File: src/rtl/uart_rx_fifo_mmio_if.sv
// ---------------------------------------------------------------------------
// uart_rx_fifo_mmio_if
//   Memory-mapped bus between the RISC-V core (master) and the UART receive
//   FIFO register block (slave).
//
//   Signals:
//     addr_i   [3:0]  byte offset: 0x0 RXDATA, 0x4 STATUS, 0x8 CTRL
//     rd_en_i         read strobe, one cycle per access
//     wr_en_i         write strobe, one cycle per access
//     wdata_i  [31:0] write data
//     rdata_o  [31:0] registered read data
//
//   Handshake: there is no valid/ready pair on this bus. Each strobe is a
//   complete single-cycle transfer that the slave always accepts. Read data
//   appears on rdata_o in the cycle after rd_en_i and holds until the next
//   read.
// ---------------------------------------------------------------------------
interface uart_rx_fifo_mmio_if;
    logic [3:0]  addr_i;
    logic        rd_en_i;
    logic        wr_en_i;
    logic [31:0] wdata_i;
    logic [31:0] rdata_o;

    modport master (
        output addr_i,
        output rd_en_i,
        output wr_en_i,
        output wdata_i,
        input  rdata_o
    );

    modport slave (
        input  addr_i,
        input  rd_en_i,
        input  wr_en_i,
        input  wdata_i,
        output rdata_o
    );
endinterface

File: src/rtl/uart_rx_fifo_mmio.sv
// ---------------------------------------------------------------------------
// uart_rx_fifo_mmio
//   Consumer stage behind the UART receiver. A completed frame is detected
//   on the falling edge of the receiver's SAVE_DATA_BITS flag; the byte and
//   its parity-error flag are pushed into a synchronous FIFO. The core reads
//   the FIFO through memory-mapped RXDATA / STATUS / CTRL registers; reading
//   RXDATA pops the head entry.
//
//   Parameters:
//     DEPTH   FIFO entries, power of two, 2..64
//     PAR_EN  1: keep receiver parity flag; 0: stored parity flag forced to 0
//
//   Ports:
//     clk              system clock, rising edge
//     rst              synchronous active-high reset
//     rx_data_i  [7:0] received byte from the receiver output register
//     rx_parity_err_i  receiver parity-error flag, qualified with rx_data_i
//     rx_save_i        high while the receiver is in SAVE_DATA_BITS
//     bus              memory-mapped register bus (slave side)
//     irq_o            level interrupt: irq_en & (not_empty | overrun)
//
//   Register map:
//     0x0 RXDATA (read pops): {valid, 22'b0, perr, byte}, 0 when empty
//     0x4 STATUS: [0] not_empty [1] full [2] overrun [3] par_sticky
//                 [8 +: CW] count
//     0x8 CTRL  : write [0] flush [1] clear overrun [2] clear par_sticky
//                 [3] irq_en (read back at bit 3)
// ---------------------------------------------------------------------------
module uart_rx_fifo_mmio #(
    parameter int DEPTH  = 8,
    parameter int PAR_EN = 1
) (
    input  logic                 clk,
    input  logic                 rst,
    input  logic [7:0]           rx_data_i,
    input  logic                 rx_parity_err_i,
    input  logic                 rx_save_i,
    uart_rx_fifo_mmio_if.slave   bus,
    output logic                 irq_o
);
    localparam int              AW       = $clog2(DEPTH);
    localparam int              CW       = AW + 1;
    localparam logic [CW-1:0]   FULL_CNT = CW'(DEPTH);
    localparam logic            PAR_KEEP = (PAR_EN != 0);

    localparam logic [3:0] ADDR_RXDATA = 4'h0;
    localparam logic [3:0] ADDR_STATUS = 4'h4;
    localparam logic [3:0] ADDR_CTRL   = 4'h8;

    // Storage and state
    logic [8:0]    mem [DEPTH];
    logic [AW-1:0] wr_ptr;
    logic [AW-1:0] rd_ptr;
    logic [CW-1:0] count;
    logic          overrun;
    logic          par_sticky;
    logic          irq_en;
    logic          rx_save_q;
    logic [31:0]   rdata_q;

    // Derived control
    logic          push_req;
    logic [8:0]    entry;
    logic          empty;
    logic          full;
    logic          pop_req;
    logic          pop_do;
    logic          ctrl_wr;
    logic          flush;
    logic          push_do;
    logic          ovr_set;
    logic [31:0]   status_word;
    logic [31:0]   rdata_d;

    // Only the low four CTRL bits carry meaning.
    logic unused_wdata;
    assign unused_wdata = ^bus.wdata_i[31:4];

    always_comb begin
        push_req = rx_save_q & ~rx_save_i;
        entry    = {rx_parity_err_i & PAR_KEEP, rx_data_i};
        empty    = (count == '0);
        full     = (count == FULL_CNT);
        pop_req  = bus.rd_en_i & (bus.addr_i == ADDR_RXDATA);
        pop_do   = pop_req & ~empty;
        ctrl_wr  = bus.wr_en_i & (bus.addr_i == ADDR_CTRL);
        flush    = ctrl_wr & bus.wdata_i[0];
        // A pop in the same cycle frees the head slot, so a full FIFO can
        // still take the push. Flush discards the incoming byte silently.
        push_do  = push_req & ~flush & (~full | pop_do);
        ovr_set  = push_req & ~flush & full & ~pop_do;
    end

    always_comb begin
        status_word           = '0;
        status_word[0]        = ~empty;
        status_word[1]        = full;
        status_word[2]        = overrun;
        status_word[3]        = par_sticky;
        status_word[8 +: CW]  = count;
    end

    always_comb begin
        rdata_d = '0;
        case (bus.addr_i)
            ADDR_RXDATA: if (!empty) rdata_d = {1'b1, 22'b0, mem[rd_ptr]};
            ADDR_STATUS: rdata_d = status_word;
            ADDR_CTRL:   rdata_d = {28'b0, irq_en, 3'b0};
            default:     rdata_d = '0;
        endcase
    end

    // Payload storage needs no reset; the pointers define what is valid.
    always_ff @(posedge clk) begin
        if (push_do) mem[wr_ptr] <= entry;
    end

    always_ff @(posedge clk) begin
        if (rst) begin
            wr_ptr     <= '0;
            rd_ptr     <= '0;
            count      <= '0;
            overrun    <= 1'b0;
            par_sticky <= 1'b0;
            irq_en     <= 1'b0;
            rx_save_q  <= 1'b0;
            rdata_q    <= '0;
        end else begin
            rx_save_q <= rx_save_i;

            if (bus.rd_en_i) rdata_q <= rdata_d;

            if (flush) begin
                wr_ptr <= '0;
                rd_ptr <= '0;
                count  <= '0;
            end else begin
                if (push_do) wr_ptr <= wr_ptr + 1'b1;
                if (pop_do)  rd_ptr <= rd_ptr + 1'b1;
                case ({push_do, pop_do})
                    2'b10:   count <= count + 1'b1;
                    2'b01:   count <= count - 1'b1;
                    default: count <= count;
                endcase
            end

            // Clear first so that a coincident set wins.
            if (ctrl_wr) begin
                irq_en <= bus.wdata_i[3];
                if (bus.wdata_i[1]) overrun    <= 1'b0;
                if (bus.wdata_i[2]) par_sticky <= 1'b0;
            end
            if (ovr_set)              overrun    <= 1'b1;
            if (push_do && entry[8])  par_sticky <= 1'b1;
        end
    end

    assign bus.rdata_o = rdata_q;
    assign irq_o       = irq_en & (~empty | overrun);
endmodule

File: src/flat_wrapper.sv
// flat-port wrapper written by rule: the top's interface ports become plain ports
module uart_rx_fifo_mmio_flat 
#(
    parameter int DEPTH  = 8,
    parameter int PAR_EN = 1
)
  (clk, rst, rx_data_i, rx_parity_err_i, rx_save_i, irq_o, bus_addr_i, bus_rd_en_i, bus_wr_en_i, bus_wdata_i, bus_rdata_o);
  uart_rx_fifo_mmio_if bus_i ();
  input  logic clk;
  input  logic rst;
  input  logic [7:0] rx_data_i;
  input  logic rx_parity_err_i;
  input  logic rx_save_i;
  output logic irq_o;
  input wire logic [$bits(bus_i.addr_i)-1:0] bus_addr_i;
  input wire logic [$bits(bus_i.rd_en_i)-1:0] bus_rd_en_i;
  input wire logic [$bits(bus_i.wr_en_i)-1:0] bus_wr_en_i;
  input wire logic [$bits(bus_i.wdata_i)-1:0] bus_wdata_i;
  output wire logic [$bits(bus_i.rdata_o)-1:0] bus_rdata_o;
  assign bus_i.addr_i = bus_addr_i;
  assign bus_i.rd_en_i = bus_rd_en_i;
  assign bus_i.wr_en_i = bus_wr_en_i;
  assign bus_i.wdata_i = bus_wdata_i;
  assign bus_rdata_o = bus_i.rdata_o;
  uart_rx_fifo_mmio #(.DEPTH(DEPTH), .PAR_EN(PAR_EN)) u_core (.clk(clk), .rst(rst), .rx_data_i(rx_data_i), .rx_parity_err_i(rx_parity_err_i), .rx_save_i(rx_save_i), .bus(bus_i), .irq_o(irq_o));
endmodule
File: config.mk
export PLATFORM = sky130hd
export DESIGN_NAME = uart_rx_fifo_mmio_flat
export DESIGN_NICKNAME = d
export VERILOG_FILES = /design/src/rtl/uart_rx_fifo_mmio_if.sv /design/src/rtl/uart_rx_fifo_mmio.sv /design/src/flat_wrapper.sv
export SDC_FILE = /design/constraint.sdc
export NUM_CORES = 1
export LEC_CHECK = 0
export CAP_MARGIN = 10
export CORE_UTILIZATION = 40
export DETAILED_ROUTE_END_ITERATION = 12
export PLACE_DENSITY = 0.73
export SKIP_LAST_GASP = 1
export SLEW_MARGIN = 5
export SYNTH_ARGS = -nofsm -noshare
export SYNTH_HDL_FRONTEND = slang
export SYNTH_SLANG_ARGS = --single-unit
export TNS_END_PERCENT = 1
File: constraint.sdc
create_clock -name clk -period 2.9 [get_ports clk]
set_input_delay 0.58 -clock clk [delete_from_list [all_inputs] [get_ports clk]]
set_output_delay 0.58 -clock clk [all_outputs]
set_load 0.02 [all_outputs]
Word level (Yosys, flattened, before mapping)
Memory sizes are Yosys's and may differ from the RTL's. A register that Yosys moved wholly into a read port is not among the register bits.
Index checks and enable logic that the tools add are counted.
{"block": "word_totals", "ff_bits": 46, "latch_bits": 0, "ram_bits": 72, "romBits": 0, "in_bits": 50, "out_inout_bits": 33, "mem_count": 1}
{"name": "u_core.mem", "depth": 8, "width": 9, "read_ports": 1, "rd_clocked_by_memory_dff": 1, "wr": 1, "line": "uart_rx_fifo_mmio.sv:51", "source": "logic [8:0] mem [DEPTH];"}
{"block": "classes", "n_addsub": 4, "mul": 0, "div_mod_pow": 0, "n_lt_le_gt_ge": 0, "n_eq_ne": 5, "n_shift": 0, "mux": 13, "bitwise_logic": 17, "n_reduce_logical": 11}
{"op": "32-bit case mux with 3 select lines", "n": 1}
{"op": "32-bit two-way mux", "n": 1}
{"op": "1-bit bitwise AND", "n": 10}
{"op": "2-bit nonzero test", "n": 5}
{"op": "4-bit equality test, second input constant", "n": 2}
{"op": "4-bit logical NOT", "n": 2}
{"op": "1-bit two-way mux", "n": 8}
{"op": "4-bit case mux with 2 select lines", "n": 1}
{"op": "3-bit by 1-bit adder with 3-bit output, second input constant", "n": 2}
{"op": "3-bit two-way mux", "n": 2}
{"op": "1-bit inverter", "n": 5}
{"op": "4-bit by 1-bit adder with 4-bit output, second input constant", "n": 1}
{"op": "4-bit by 3-bit equality test with 1-bit output, second input constant", "n": 1}
{"op": "2-bit AND reduction", "n": 2}
{"op": "4-bit by 1-bit subtractor with 4-bit output, second input constant", "n": 1}
{"op": "2-bit by 1-bit equality test with 1-bit output, second input constant", "n": 1}
{"op": "2-bit equality test, second input constant", "n": 1}
{"op": "1-bit OR", "n": 2}
{"op": "2-bit OR reduction", "n": 1}
{"op": "1-bit logical AND", "n": 1}

Depth between registers and ports, before layout
Gate-level depths: netlist of run 1.
{"block": "depth", "word_depth": 9, "ltp_mapped": 11}

Worst setup path after synthesis of run 1
No wires, ideal clock.
{"block": "synth_path", "path_type": "in2reg", "start": "in bus_addr_i[3]", "end": "mem u_core.mem[6][0] (enable)", "arrival_time_ns": 2.461, "required_time_ns": 2.497, "setup_slack_ns": 0.036, "cell_stages": 5, "path_buffers": 1, "path_cell_list": "and3b_1 buf_2 a211oi_4 nand2_2 nor4b_1"}
{"block": "synth_between", "elab_chain_len": 8}
{"item": "from (decl)", "line": "flat_wrapper.sv:15", "source": "input wire logic [$bits(bus_i.addr_i)-1:0] bus_addr_i;"}
{"item": "4-bit equality test", "line": "uart_rx_fifo_mmio.sv:86", "source": "ctrl_wr = bus.wr_en_i & (bus.addr_i == ADDR_CTRL);"}
{"item": "1-bit bitwise AND", "line": "uart_rx_fifo_mmio.sv:86"}
{"item": "1-bit bitwise AND", "line": "uart_rx_fifo_mmio.sv:87", "source": "flush = ctrl_wr & bus.wdata_i[0];"}
{"item": "1-bit inverter", "line": "uart_rx_fifo_mmio.sv:90", "source": "push_do = push_req & ~flush & (~full | pop_do);"}
{"item": "1-bit bitwise AND", "line": "uart_rx_fifo_mmio.sv:90"}
{"item": "1-bit bitwise AND (*)", "line": "uart_rx_fifo_mmio.sv:90"}
{"item": "1-bit two-way mux (*)", "line": "uart_rx_fifo_mmio.sv:115", "source": "if (push_do) mem[wr_ptr] <= entry;"}
{"item": "1-bit two-way mux (implied by the code) (*)", "line": "uart_rx_fifo_mmio.sv:115"}
{"item": "to (decl)", "line": "uart_rx_fifo_mmio.sv:51"}
Every way passes the cells marked *; elsewhere a longest branch is shown, timed or not.

Worst setup path in the final report of run 1
{"block": "layout_path", "start": "reg u_core.count[0]", "end": "out irq_o"}
{"block": "layout_between", "elab_chain_len": 4}
{"item": "from (decl)", "line": "uart_rx_fifo_mmio.sv:54", "source": "logic [CW-1:0] count;"}
{"item": "from (signal assigned)", "line": "uart_rx_fifo_mmio.sv:141", "source": "2'b10: count <= count + 1'b1;"}
{"item": "from (signal assigned)", "line": "uart_rx_fifo_mmio.sv:142", "source": "2'b01: count <= count - 1'b1;"}
{"item": "from (signal assigned)", "line": "uart_rx_fifo_mmio.sv:143", "source": "default: count <= count;"}
{"item": "4-bit logical NOT", "line": "uart_rx_fifo_mmio.sv:82", "source": "empty = (count == '0);"}
{"item": "1-bit inverter", "line": "uart_rx_fifo_mmio.sv:159", "source": "assign irq_o = irq_en & (~empty | overrun);"}
{"item": "1-bit OR", "line": "uart_rx_fifo_mmio.sv:159"}
{"item": "1-bit bitwise AND", "line": "uart_rx_fifo_mmio.sv:159"}
{"item": "to (decl)", "line": "flat_wrapper.sv:14", "source": "output logic irq_o;"}
Every way passes these cells.

==> results of run 1 <==
worst max-delay path: stages (launching register included):
cell             delay, ps
dfxtp_1                410
or4_4                  580
o21a_1                 210
clkdlybuf4s50_1        540
where the power goes:
part	internal, W	total (W)	leakage, nW	switching (W)
Clock	0.000335	0.000846	0.0960	0.000512
Sequential	0.00157	0.00158	0.892	0.00000904
Combinational	0.0000633	0.000151	0.740	0.0000879
Total	0.00196	0.00257	1.73	0.000609
per-stage QoR:
stage                     power, W  setup WS (ps)  setup TNS [ps]
after CTS                  0.00259            200               0
final                      0.00257            214               0
after global routing       0.00266            151               0
after floorplan            0.00170           35.9               0
after global placement     0.00175          -48.2           -78.0
after detailed placement   0.00176          -94.1            -161
worst max path at each step:
stage | slack (ps) | depth (start not counted) | endpoint | startpoint
detailed placement | -90 | 11 | u_core.count[2]$_SDFFE_PP0P_ | bus_addr_i[2]
global placement | -50 | 11 | u_core.count[2]$_SDFFE_PP0P_ | bus_addr_i[2]
floorplan | 40 | 5 | u_core.mem[6][0]$_DFFE_PP_ | bus_addr_i[3]
finish | 210 | 3 | irq_o | u_core.count[0]$_SDFFE_PP0P_
global route | 150 | 12 | u_core.count[2]$_SDFFE_PP0P_ | bus_addr_i[0]
CTS | 200 | 3 | irq_o | u_core.count[0]$_SDFFE_PP0P_
routing by layer:
metal	wire (um)	GRT usage [%]
met1	3720	20.5
met2	4080	26.5
met3	497	2.98
met4	95	4.60
met5	0	0
flip-flops by register name, indices dropped and copies added, names as in the netlist, named ones only:
signal,cells
u_core.irq_en,1
u_core.mem,72
u_core.par_sticky,1
u_core.overrun,1
u_core.bus.rdata_o,13
u_core.wr_ptr,3
u_core.count,4
u_core.rd_ptr,3
u_core.rx_save_q,1
cell usage in the layout, fill, tap and decap left out, types with 2 or more instances in the layout:
cell type        instances
clkbuf_8                 9
inv_8                    3
edfxtp_1                72
conb_1                  19
o21ai_1                  2
a21oi_1                 14
o32ai_1                  4
a221oi_1                 3
nand3_1                  8
inv_6                    2
nor3b_1                  2
a21o_1                   3
and3_1                   2
mux2_2                   5
xor2_1                   4
dfxtp_1                 30
mux2i_1                  7
nor2_1                  16
nand2_1                 10
inv_1                    7
nor4_2                   4
nand2b_1                 5
a211o_1                  2
nor4b_2                  3
nand4_1                  2
ha_1                     5
clkdlybuf4s50_1         35
mux4_1                  18
nand3b_1                 2
nor3_1                   5
buf_4                   28
o21ai_0                  2
final cells by class:
type / instances / area, um^2
repair buffers: 63 / 561
multi-input cells: 162 / 1440
inverters: 8 / 30.0
clock buffers: 9 / 124
flip-flops and latches: 102 / 2760
fillers: 861 / 5360
clock inverters: 7 / 63.8
well taps: 136 / 170
cell families (layout without fill, tap and decap cells):
logic type                 after synthesis  in the layout  synth area share, %
DFF                                    102            102                 62.7
buffers and inverters                   40             87                 6.92
adders and majority gates                5              5                 1.42
xor gates and xnor gates                 5              5                0.993
muxes                                   30             30                 13.6
and+or+nand+nor                         66             66                 8.40
other                                    1             19               0.0850
AOI/OAI and AO/OA                       37             37                 5.93
==> flow_summary.json, run 1 <==
{
  "outcome": "finished clean",
  "drt-total-wl_um": 8400,
  "post-place-cells": 471,
  "coreArea_mm2": 0.0105,
  "fmaxAchievable_ghz": 0.372,
  "synth_edf_count": 72,
  "synthTopCellsByArea": "edfxtp_1, dfxtp_1, mux4_1",
  "hold_buffers": 0,
  "initialDrtViolationCount": 134,
  "synth_most_common_cell": "edfxtp_1",
  "post-synth-top-area-fraction_pct": 49.0,
  "finalCritPeriodShare_pct": 92.6,
  "min_to": "u_core.bus.rdata_o[9]$_SDFFE_PP0P_",
  "critPathKind": "reg -> out",
  "synth-main-ff-cell": "edfxtp_1",
  "dieArea_mm2": 0.0114,
  "slew_headroom_pct": 63.3,
  "io_buffers": 35,
  "synth_area_mm2": 0.00441,
  "fin_crit_ps": 2690,
  "critPathCaptureType": "output pin",
  "hpwl_um": 5830,
  "cp_data_required_time_ps": 2320,
  "holdWs_ps": 471,
  "grt_pass1_vias": 2535,
  "initial_utilization_pct": 42.0,
  "place_area_mm2": 0.00496,
  "firstDrtPassIters": 4,
  "min_path_type": "reg -> reg",
  "synth-seq-area-share_pct": 62.7,
  "vdd_ir_drop_max_mv": 0.260,
  "routed_via_density": 5.29,
  "reg2reg_slack_ps": 350,
  "layout-drive-gt1-share_pct": 16.8,
  "instances_no_fill": 487,
  "synth.avg_cell_area_um2": 15.4,
  "whs_path_depth": 2,
  "synth_cell_types": 50,
  "cts_tree": "built",
  "wl_per_cell_um": 17.2,
  "clkSlewWorstSetupHoldPaths_ps": 110,
  "antenna_found_initial": 0,
  "ys_ff_latch": 102,
  "grt_max_degree": 20,
  "die_x_um": 107,
  "worst_ep_arrival_time_ps": 2110,
  "cts-buffers-inserted": 9,
  "r2r_cells": 10,
  "clockBufferDepth": 2,
  "cap_violations": 0,
  "cts_setup_buffers": 0,
  "synth_common_cells": "edfxtp_1, dfxtp_1, buf_4",
  "nets": 401,
  "p_leak_nw": 1.73,
  "clk_latency_ps": 360,
  "syn_to_final_growth_pct": 16.8,
  "design_area_mm2": 0.00515,
  "row_count": 37,
  "cts_root_buf": "clkbuf_8",
  "grt_usage_pct": 15.7,
  "n_antenna_cell": 0,
  "drc": 0,
  "startpoint_type": "flip-flop",
  "synthCells": 286,
  "maxSlewViolCount": 0,
  "cts.sinks": 102,
  "worstReg2RegEnd": "u_core.count[2]$_SDFFE_PP0P_",
  "cts_resized": 0,
  "ant_nets": 0,
  "ys_warn_count": 0,
  "async_flop_share_pct": 0,
  "grt_pass1_wl_um": 13500,
  "tightest_slew_ps": 550,
  "min_from": "u_core.bus.rdata_o[9]$_SDFFE_PP0P_",
  "htree_num_levels": 3,
  "vias": 2574,
  "overflow": 0,
  "final_util_pct": 49.0,
  "r2r-start": "u_core.count[0]$_SDFFE_PP0P_",
  "setup_viol": 0,
  "clock_skew_ps": 12.4,
  "hold_viol": 0,
  "routabilityCongestion": 0.823,
  "die_h_um": 107,
  "critPathMaxFanout": 8,
  "ioPinCount": 83,
  "rsz0062_at_grt": "false",
  "power_density_mw_per_mm2": 500,
  "yosysTopAreaCell": "edfxtp_1"
}
(Power assumes the default switching activity.)
==> inputs of run 2 (changes only) <==
--- a/config.mk
+++ b/config.mk
@@ -6,8 +6,10 @@
 export NUM_CORES = 1
 export LEC_CHECK = 0
 export CAP_MARGIN = 10
+export CORE_ASPECT_RATIO = 2
 export CORE_UTILIZATION = 40
 export DETAILED_ROUTE_END_ITERATION = 12
+export MAX_ROUTING_LAYER = met4
 export PLACE_DENSITY = 0.73
 export SKIP_LAST_GASP = 1
 export SLEW_MARGIN = 5
==> run 2 against run 1 <==
  * Power is 14% higher
  * Worst setup slack got worse by 85 ps
  * Final cell count rose by 1.2%
  * Clock skew down 3.2 ps
  * Cell area up 2.9%
  * Clock power rose by 44%
  * Critical path type is now in -> reg
  * Critical endpoint is now u_core.count[2]$_SDFFE_PP0P_
==> flow_summary.json, run 2 (synthesis gave the netlist of run 1 again) <==
{
  "layout_commonest_cell": "edfxtp_1",
  "n_antenna_cell": 0,
  "critPathCaptureType": "flip-flop",
  "hold_buffers": 0,
  "vdd_ir_drop_max_mv": 0.376,
  "final_cell_mix": "edfxtp_1, clkdlybuf4s50_1, buf_4, dfxtp_1, conb_1",
  "drt-total-wl_um": 8330,
  "power_density_mw_per_mm2": 556,
  "layout-drive-gt1-share_pct": 17.4,
  "clockBufferDepth": 2,
  "largest_reg_flops": 72,
  "grt_pass1_vias": 2509,
  "post-place-ws_ps": -173,
  "fmaxAchievable_ghz": 0.361,
  "initialDrtViolationCount": 116,
  "grt_usage_pct": 16.3,
  "post-place-cells": 477,
  "hold_viol": 0,
  "setup_viol": 0,
  "min_from": "u_core.bus.rdata_o[9]$_SDFFE_PP0P_",
  "whs_path_depth": 2,
  "critPathMaxStageDelay_ps": 530,
  "maxSlewViolCount": 0,
  "initial_utilization_pct": 41.6,
  "vias": 2515,
  "critPathMaxFanout": 4,
  "cap_violations": 0,
  "cts_setup_buffers": 0,
  "antenna_found_initial": 0,
  "instances_no_fill": 493,
  "cts.sinks": 102,
  "hpwl_um": 6030,
  "wl_per_cell_um": 16.9,
  "coreArea_mm2": 0.0106,
  "drc": 0,
  "clock_skew_ps": 9.21,
  "tns_ps": 0,
  "r2r-start": "u_core.count[0]$_SDFFE_PP0P_",
  "row_count": 53,
  "cts-buffers-inserted": 9,
  "p_leak_nw": 1.81,
  "nets": 406,
  "rsz0062_at_grt": "false",
  "cts_root_buf": "clkbuf_16",
  "firstDrtPassIters": 4,
  "die_x_um": 76.2,
  "routed_via_density": 5.10,
  "final_util_pct": 50.0,
  "worst_ep_arrival_time_ps": 3040,
  "dieArea_mm2": 0.0115,
  "grt_max_degree": 20,
  "die_h_um": 150,
  "clkSlewWorstSetupHoldPaths_ps": 60,
  "reg2reg_slack_ps": 230,
  "regMostFlops": "u_core.mem",
  "worstReg2RegEnd": "u_core.count[2]$_SDFFE_PP0P_",
  "r2r_cells": 10,
  "outcome": "finished clean",
  "finalCritPeriodShare_pct": 95.6,
  "io_buffers": 35,
  "tightest_slew_ps": 633,
  "finalPower_w": 0.00295,
  "ant_nets": 0,
  "min_path_type": "reg -> reg",
  "worstPathCellList": "clkdlybuf4s50_1, and3b_1, a211oi_4, nand2_2, ha_1, xor2_1, ha_1, a21oi_1, xor2_1, or3_1, a21oi_1",
  "startpoint_type": "primary input",
  "crit_slowest_cell": "clkdlybuf4s50_1",
  "overflow": 0,
  "min_to": "u_core.bus.rdata_o[9]$_SDFFE_PP0P_",
  "routabilityCongestion": 0.819,
  "slew_headroom_pct": 57.7,
  "critPathKind": "in -> reg",
  "clk_latency_ps": 340,
  "fin_crit_ps": 2770,
  "syn_to_final_growth_pct": 20.3,
  "ioPinCount": 83,
  "grt_pass1_wl_um": 13300,
  "fin_ws_ps": 129,
  "htree_num_levels": 3,
  "cts_resized": 0,
  "cp_data_required_time_ps": 3170,
  "cts_tree": "built"
}
-- run 2: worst max-delay path, delay by kind of cell --
family,cells,cell delay [ps]
and+or+nand+nor,3,680
AOI/OAI and AO/OA,3,550
buffers and inverters,1,530
adders and majority gates,2,440
xor gates and xnor gates,2,250
-- run 2: how the worst max path moves through the flow --
| stage | start | end | cells after the start |
|---|---|---|---|
| detailed placement | bus_addr_i[2] | u_core.count[2]$_SDFFE_PP0P_ | 11 |
| finish | bus_addr_i[2] | u_core.count[2]$_SDFFE_PP0P_ | 11 |
| CTS | bus_addr_i[2] | u_core.count[2]$_SDFFE_PP0P_ | 11 |
| global route | bus_addr_i[2] | u_core.count[2]$_SDFFE_PP0P_ | 11 |
| global placement | bus_addr_i[2] | u_core.count[2]$_SDFFE_PP0P_ | 11 |
| floorplan | bus_addr_i[3] | u_core.mem[6][0]$_DFFE_PP_ | 5 |
-- run 2: area by class of cell --
cell class,count,area (um^2)
multi-input combinational,162,1430
clock inverter,7,87.6
timing repair buffer,68,598
inverter,8,30.0
tap,137,171
fill,883,5310
sequential,102,2760
clock buffer,9,225
-- run 2: power breakdown --
part	internal (W)	total (W)	switching, W
clock	0.000688	0.00122	0.000532
combinational	0.0000656	0.000152	0.0000859
sequential	0.00157	0.00158	0.00000789
-- run 2: per-layer routing --
metal | wire length, um | global-route usage, % | part of all wire, %
met2 | 4950 | 31.6 | 59
met4 | 225 | 9.33 | 2.7
met5 | 0 | - | 0
met1 | 2930 | 14.9 | 35
met3 | 229 | 2.24 | 2.7
-- run 2: metrics by stage --
stage                     instance area, um^2  hold WS [ps]
after floorplan                          4480           447
after global placement                   4990           447
after detailed placement                 4990           452
after CTS                                5300           462
after global routing                     5300           489
final                                    5300           461
